### config.mk
export PLATFORM = sky130hd
export DESIGN_NAME = irrigation_input_conditioner
export DESIGN_NICKNAME = d
export VERILOG_FILES = /design/src/rtl/irrigation_input_conditioner.sv
export SDC_FILE = /design/constraint.sdc
export NUM_CORES = 1
export LEC_CHECK = 0
export CORE_MARGIN = 3
export CORE_UTILIZATION = 49
export CTS_CLUSTER_SIZE = 20
export DETAILED_ROUTE_END_ITERATION = 16
export HOLD_SLACK_MARGIN = 0.12
export PLACE_DENSITY = 0.8
export SYNTH_ARGS = -nofsm -noshare
export SYNTH_HDL_FRONTEND = slang
export SYNTH_SLANG_ARGS = --single-unit
### constraint.sdc
create_clock -name clock -period 1.37 [get_ports clock]
set_input_delay 0.137 -clock clock [delete_from_list [all_inputs] [get_ports clock]]
set_output_delay 0.137 -clock clock [all_outputs]
set_load 0.01 [all_outputs]
### src/rtl/irrigation_input_conditioner.sv
// Switch front-end for the irrigation controller: 2-FF sync, per-channel debounce FSM, edge pulses, conflict flag.
// Optional long-press detection is enabled by defining IRRIGATION_HOLD_DETECT_EN.
//
//   state       | meaning
//   LOW_STABLE  | debounced level is 0, synced input agrees
//   PEND_HIGH   | synced input is 1, counting toward a rising qualification
//   HIGH_STABLE | debounced level is 1, synced input agrees
//   PEND_LOW    | synced input is 0, counting toward a falling qualification
module irrigation_input_conditioner #(
   parameter int CHANNELS        = 3,
   parameter int DEBOUNCE_CYCLES = 16,
   parameter int CNT_W           = 5,
   parameter int HOLD_CYCLES     = 64
) (
   input  logic                clock,
   input  logic                reset,
   input  logic [CHANNELS-1:0] raw_in,
   output logic [CHANNELS-1:0] stable_out,
   output logic [CHANNELS-1:0] rise_pulse,
   output logic [CHANNELS-1:0] fall_pulse,
   output logic                conflict,
   output logic                busy,
   output logic [CHANNELS-1:0] hold
);

   typedef enum logic [1:0] {
      LOW_STABLE  = 2'd0,
      PEND_HIGH   = 2'd1,
      HIGH_STABLE = 2'd2,
      PEND_LOW    = 2'd3
   } db_state_e;

   localparam logic [CNT_W-1:0] CNT_LAST = CNT_W'(DEBOUNCE_CYCLES - 1);

   logic [CHANNELS-1:0] meta_q, meta_d;
   logic [CHANNELS-1:0] sync_q, sync_d;
   logic [CHANNELS-1:0] stable_q, stable_d;
   logic [CHANNELS-1:0] rise_q, rise_d;
   logic [CHANNELS-1:0] fall_q, fall_d;
   logic                busy_q, busy_d;
   logic [CHANNELS-1:0] pend_d;

   db_state_e        state_q [CHANNELS];
   db_state_e        state_d [CHANNELS];
   logic [CNT_W-1:0] cnt_q   [CHANNELS];
   logic [CNT_W-1:0] cnt_d   [CHANNELS];

   always_comb begin
      meta_d = raw_in;
      sync_d = meta_q;
   end

   always_comb begin
      stable_d = stable_q;
      rise_d   = '0;
      fall_d   = '0;
      pend_d   = '0;
      for (int i = 0; i < CHANNELS; i++) begin
         state_d[i] = state_q[i];
         cnt_d[i]   = cnt_q[i];
         case (state_q[i])
            LOW_STABLE: begin
               if (sync_q[i]) begin
                  state_d[i] = PEND_HIGH;
                  cnt_d[i]   = '0;
               end
            end
            PEND_HIGH: begin
               if (!sync_q[i]) begin
                  state_d[i] = LOW_STABLE;
                  cnt_d[i]   = '0;
               end else if (cnt_q[i] == CNT_LAST) begin
                  state_d[i]  = HIGH_STABLE;
                  cnt_d[i]    = '0;
                  stable_d[i] = 1'b1;
                  rise_d[i]   = 1'b1;
               end else if (cnt_q[i] < CNT_LAST) begin
                  cnt_d[i] = cnt_q[i] + 1'b1;
               end
            end
            HIGH_STABLE: begin
               if (!sync_q[i]) begin
                  state_d[i] = PEND_LOW;
                  cnt_d[i]   = '0;
               end
            end
            PEND_LOW: begin
               if (sync_q[i]) begin
                  state_d[i] = HIGH_STABLE;
                  cnt_d[i]   = '0;
               end else if (cnt_q[i] == CNT_LAST) begin
                  state_d[i]  = LOW_STABLE;
                  cnt_d[i]    = '0;
                  stable_d[i] = 1'b0;
                  fall_d[i]   = 1'b1;
               end else if (cnt_q[i] < CNT_LAST) begin
                  cnt_d[i] = cnt_q[i] + 1'b1;
               end
            end
            default: begin
               state_d[i] = LOW_STABLE;
               cnt_d[i]   = '0;
            end
         endcase
         pend_d[i] = (state_d[i] == PEND_HIGH) || (state_d[i] == PEND_LOW);
      end
      busy_d = |pend_d;
   end

   always_ff @(posedge clock or negedge reset) begin
      if (!reset) begin
         meta_q   <= '0;
         sync_q   <= '0;
         stable_q <= '0;
         rise_q   <= '0;
         fall_q   <= '0;
         busy_q   <= 1'b0;
         for (int i = 0; i < CHANNELS; i++) begin
            state_q[i] <= LOW_STABLE;
            cnt_q[i]   <= '0;
         end
      end else begin
         meta_q   <= meta_d;
         sync_q   <= sync_d;
         stable_q <= stable_d;
         rise_q   <= rise_d;
         fall_q   <= fall_d;
         busy_q   <= busy_d;
         for (int i = 0; i < CHANNELS; i++) begin
            state_q[i] <= state_d[i];
            cnt_q[i]   <= cnt_d[i];
         end
      end
   end

   assign stable_out = stable_q;
   assign rise_pulse = rise_q;
   assign fall_pulse = fall_q;
   assign busy       = busy_q;

   // Sprinkler (bit 0) and drip (bit 1) together is the only conflicting pair.
   generate
      if (CHANNELS >= 2) begin : g_conflict
         logic conflict_q, conflict_d;

         always_comb begin
            conflict_d = conflict_q;
            if (stable_q[0] && stable_q[1]) begin
               conflict_d = 1'b1;
            end else if (!stable_q[0] && !stable_q[1]) begin
               conflict_d = 1'b0;
            end
         end

         always_ff @(posedge clock or negedge reset) begin
            if (!reset) begin
               conflict_q <= 1'b0;
            end else begin
               conflict_q <= conflict_d;
            end
         end

         assign conflict = conflict_q;
      end else begin : g_no_conflict
         assign conflict = 1'b0;
      end
   endgenerate

`ifdef IRRIGATION_HOLD_DETECT_EN
   localparam int               HOLD_W    = $clog2(HOLD_CYCLES + 1);
   localparam logic [HOLD_W-1:0] HOLD_LAST = HOLD_W'(HOLD_CYCLES);

   logic [HOLD_W-1:0]   hold_cnt_q [CHANNELS];
   logic [HOLD_W-1:0]   hold_cnt_d [CHANNELS];
   logic [CHANNELS-1:0] hold_q, hold_d;

   // Counter restarts from zero on every new high period; hold drops with stable_out.
   always_comb begin
      hold_d = '0;
      for (int i = 0; i < CHANNELS; i++) begin
         hold_cnt_d[i] = '0;
         if (stable_d[i] && stable_q[i]) begin
            hold_cnt_d[i] = (hold_cnt_q[i] == HOLD_LAST) ? hold_cnt_q[i]
                                                         : hold_cnt_q[i] + 1'b1;
         end
         hold_d[i] = stable_d[i] && (hold_cnt_d[i] == HOLD_LAST);
      end
   end

   always_ff @(posedge clock or negedge reset) begin
      if (!reset) begin
         hold_q <= '0;
         for (int i = 0; i < CHANNELS; i++) begin
            hold_cnt_q[i] <= '0;
         end
      end else begin
         hold_q <= hold_d;
         for (int i = 0; i < CHANNELS; i++) begin
            hold_cnt_q[i] <= hold_cnt_d[i];
         end
      end
   end

   assign hold = hold_q;
`else
   assign hold = {CHANNELS{1'b0}} & {CHANNELS{HOLD_CYCLES > 0}};
`endif

endmodule

* Yosys cells after proc, flatten, opt, wreduce, memory -nomap -nowiden
Cells that the tools add are included.
Word-level totals: register bits 38, input port bits 5, output and inout port bits 14, logic and storage cells 152
Cells by class: $add $sub $neg 3, magnitude comparators 3, equal/unequal tests 36, mux-type cells 74, reductions and logical operators 21
Operators with widths (count):
- $mux W5 | 18
- $pmux W5 S4 | 3
- $mux W2 | 18
- $ne A2 B2 Y1 const B | 18
- $mux W1 | 29
- $pmux W2 S4 | 3
- $eq A2 B2 Y1 const B | 9
- $add A5 B1 Y5 const B | 3
- $eq A5 B4 Y1 const B | 3
- $lt A5 B4 Y1 const B | 3
- $reduce_and A5 Y1 | 3
- $eq A2 B1 Y1 const B | 6
- $reduce_bool A2 Y1 | 4
- $logic_not A2 Y1 | 3
- $pmux W1 S2 | 3
- $reduce_and A2 Y1 | 3
- $logic_or A1 B1 Y1 | 3
- $reduce_or A3 Y1 | 1
- $logic_and A1 B1 Y1 | 2
- $logic_not A1 Y1 | 2

* Longest topological paths before layout
depth after elaboration 7, mapped depth 5

* Worst setup path before layout
No wires, ideal clock.
path type reg-to-reg, start register cnt_q[0] (netlist bit), end register busy_q (netlist: busy), setup time 131 ps, arrival time 1357 ps, path slack -118 ps, stages on the path, launching flop included 6, path buffers 0, period minus slack after synthesis 1488 ps, path through dfrtp_1 > ha_1 > nor2b_2 > and4_4 > nor2_2 > or3_1
RTL lines:
- start, declared | line 45 | logic [CNT_W-1:0] cnt_q [CHANNELS];
- start signal, assigned by index | line 131 | cnt_q[i] <= cnt_d[i];
- end signal, assigned | line 128 | busy_q <= busy_d;
- end, declared | line 40 | logic busy_q, busy_d;

==> metrics.md <==
| Metric | Value |
|---|---|
| Residual DRC | `0` |
| Layout cells sized above 1 | `0.337` |
| Top Layer Used | `met4` |
| Final Max Slew Viols | `0` |
| Max IR drop VDD | `0.670 mV` |
| Starting Density | `0.535` |
| CP Launch Type | `flop` |
| Die ar. | `4240 um2` |
| Avg Inst Size Synth | `11.4 um2` |
| Antenna diodes | `0` |
| Largest net degree at the start of global routing | `39` |
| Power share of the combinational group | `0.105` |
| IO Pins | `19` |
| Total CTS buffers | `5` |
| Final worst path period need | `1490 ps` |
| Number of synthesized register bits | `38` |
| CP max-delay cell | `dfrtp_1` |
| Setup WS post-layout | `-120 ps` |
| Critical path's largest stage delay | `380 ps` |
| DRT iter0 DRCs | `54` |
| Arrival time worst endpoint | `1710 ps` |
| Flop pwr share | `0.613` |
| R2R Setup Slk | `-120 ps` |
| Final count of negative-setup-slack endpoints | `5` |
| WHS Path Cells | `1` |
| Clk pwr share | `0.282` |
| Yosys synthesis warning count | `0` |
| Endpoint of the worst-slack reg-to-reg timing path | `busy$_DFF_PN0_` |
| Core Util, Final | `0.692` |
| Violated checks | `negative setup slack` |
| Die height | `65.1 um` |
| Top cell type's share of synthesized area | `0.555` |
| Global-route wire length before repair | `5690 um` |
| Reg2reg start | `cnt_q[1]$_DFFE_PN0P_` |
| DRT Wirelength | `3390 um` |
| Maxcap violations | `0` |
| Net switching power | `0.480 mW` |
| Critical path cell sequence | `ha_2, nor2b_4, and4_4, nor2_2, or3_1` |
| RSZ-0062 raised after global routing | `true` |
| Clock latency on the worst-skew pair | `340 ps` |
| Total Power | `1.92 mW` |
| Post-synth cell types | `49` |
| Maximum clock path buffer count | `2` |
| Static leakage | `1.07 nW` |
| Crit end category | `flop` |
| Cells after DPL | `226` |
| Critical Path RT | `1590 ps` |
| WL per Instance | `14.1 um` |
| H-tree levels | `2` |
| Via/cell ratio | `5.42` |
| Worst hold start | `raw_in[1]` |
| M1 WL | `1440 um` |
| Max Fanout on Critical Path | `2` |
| Worst hold slack | `228 ps` |
| Final worst-path cycle share | `1.09` |
| Initial antenna violation count | `0` |
| Ys async rst share | `1.00` |
| Core area | `3200 um2` |
| Die width | `65.1 um` |
| Ys flop type | `dfrtp_1` |
| Post-Syn Area | `1710 um2` |
| Sw Ratio | `0.250` |
| Area Growth Syn to Fin | `29.3%` |
| Worst hold path endpoint | `meta_q[1]$_DFF_PN0_` |
| Total negative slack | `-424 ps` |
| Final ANT Viol Nets | `0` |
| Vias in the first global route | `1294` |
| Final hold violations | `0` |
| CTS tree | `built` |
| HP Class | `input pin to flop` |
| Hpwl dp | `2310 um` |
| Kind of critical path | `flop to flop` |
| Vias after detailed routing | `1300` |
| Largest cells by area after synthesis | `dfrtp_1, nand2_1, ha_1, o22ai_1, xnor2_2` |
| Fmax | `671 MHz` |
| Met3 WL | `157 um` |
| Routed wl met2 | `1720 um` |
| GRT Residual Overflow | `0` |
| DR pass1 iterations | `4` |
| Sink Count | `38` |
| GPL Wtd Cong | `0.858` |
| GRT Total Usage | `0.179` |
| Clock skew | `12.4 ps` |
| Site Rows | `20` |
| Area leader, netlist | `dfrtp_1` |
| Worst Reg2Reg Path Length in Cells | `5` |
| Outcome | `finished with violations` |
| Clk slew on worst S/H paths | `110 ps` |
| Root buffer cell | `clkbuf_4` |
| Post-layout net count | `205` |
| Internal power | `1.44 mW` |
| Number of buffers added on ports | `15` |
| PD cells | `865 nW/um2` |
| Cells after synthesis | `150` |
| Register area share after synthesis | `0.555` |
| Number of flops mapped to enable cells by yosys | `0` |
| Final cell count without fillers | `240` |
==> routing by layer <==
| metal | vias to the layer above | track usage |
|---|---|---|
| li1 | 623 | - |
| met1 | 630 | 0.208 |
| met2 | 36 | 0.294 |
| met3 | 11 | 0.0701 |
| met4 | 0 | 0.0777 |
| met5 | - | 0 |
==> placed cells by master (no fill, tap or decap), drive strengths merged, types with 2 or more instances in the layout <==
cell,instances
xnor2,4
buf,29
dlygate4sd2,10
a31o,2
o2bb2ai,2
and4b,3
and4,2
nand2b,5
nand3,2
nor3,2
dfrtp,38
nand2,22
o21ai,7
a31oi,2
a21boi,4
nor3b,3
clkdlybuf4s50,3
o211ai,2
nor2b,4
clkbuf,6
mux2i,2
conb,3
nor2,5
a21oi,6
nand4,2
ha,4
o22ai,6
==> worst max path at each step <==
stage	start	end	slack, ps	cells after the start
after detailed placement	cnt_q[0]$_DFFE_PN0P_	cnt_q[1]$_DFFE_PN0P_	-80	6
after global routing	cnt_q[1]$_DFFE_PN0P_	busy$_DFF_PN0_	-180	5
after CTS	cnt_q[1]$_DFFE_PN0P_	busy$_DFF_PN0_	-90	5
after floorplan	cnt_q[0]$_DFFE_PN0P_	busy$_DFF_PN0_	-70	5
final	cnt_q[1]$_DFFE_PN0P_	busy$_DFF_PN0_	-120	5
after global placement	cnt_q[10]$_DFFE_PN0P_	busy$_DFF_PN0_	-6	5
==> worst max-delay path: cells and delay by family, from the launching register on <==
kind / cells / cell delay [ps]
flip-flops: 1 / 380
adder cells (fa/ha/maj): 1 / 170
AND/OR/NAND/NOR: 4 / 820
==> area by class of cell <==
type	count	area (um2)
clock buffer	6	41.3
clock inverter	1	7.51
fill	269	986
inverter	1	3.75
multi-input combinational	106	792
sequential	38	951
tap	44	55.1
timing repair buffer	44	367
==> through the flow <==
| stage | setup slack [ps] | cell area, um2 |
|---|---|---|
| after CTS | -89.5 | 2130 |
| final | -120 | 2220 |
| after floorplan | -73.4 | 1730 |
| after global placement | -5.87 | 2040 |
| after detailed placement | -78.4 | 2040 |
| after global routing | -180 | 2220 |
==> sequential cells by signal, indices dropped and copies added (netlist names) <==
name        count
sync_q          3
cnt_q          15
busy            1
state_q         6
fall_pulse      3
stable_out      3
meta_q          3
rise_pulse      3
conflict        1
==> what timing repair did <==
item / 4_1_cts / 5_1_grt
setup buffers: 3 / 3
gates resized for setup: 13 / 17
hold endpoints to repair: 38 / 0
endpoints found under the setup margin: 17 / 17
hold buffers: 1 / 0
pin swaps: 3 / 11
==> power by group through the flow <==
| stage | logic (mW) | clock network (mW) | registers, mW |
|---|---|---|---|
| after floorplan | 0.0975 | 0 | 1.20 |
| after global placement | 0.170 | 0 | 1.19 |
| after detailed placement | 0.180 | 0 | 1.20 |
| after CTS | 0.186 | 0.557 | 1.17 |
| after global routing | 0.226 | 0.623 | 1.18 |
| final | 0.202 | 0.541 | 1.18 |
==> kinds of logic after synthesis <==
family          synth area share
mux                       0.0182
simple gates               0.190
xor+xnor                  0.0343
fa+ha+maj                 0.0292
compound gates             0.136
flops                      0.555
buf+inv                   0.0350
other cells              0.00219
==> cell usage after synthesis (all sizes together), types with 2 or more instances <==
master / number
a21boi: 4
a31oi: 2
nand2b: 5
nor2b: 4
xnor2: 4
buf: 5
nand4: 2
o211ai: 2
o2bb2ai: 2
and4: 2
nor3b: 3
mux2i: 2
nand3: 2
a21oi: 6
o22ai: 6
nor2: 5
dfrtp: 38
nor3: 2
a31o: 2
nand2: 22
clkbuf: 2
o21ai: 7
ha: 4
and4b: 3
No activity file was read; power rests on OpenSTA's default activity.
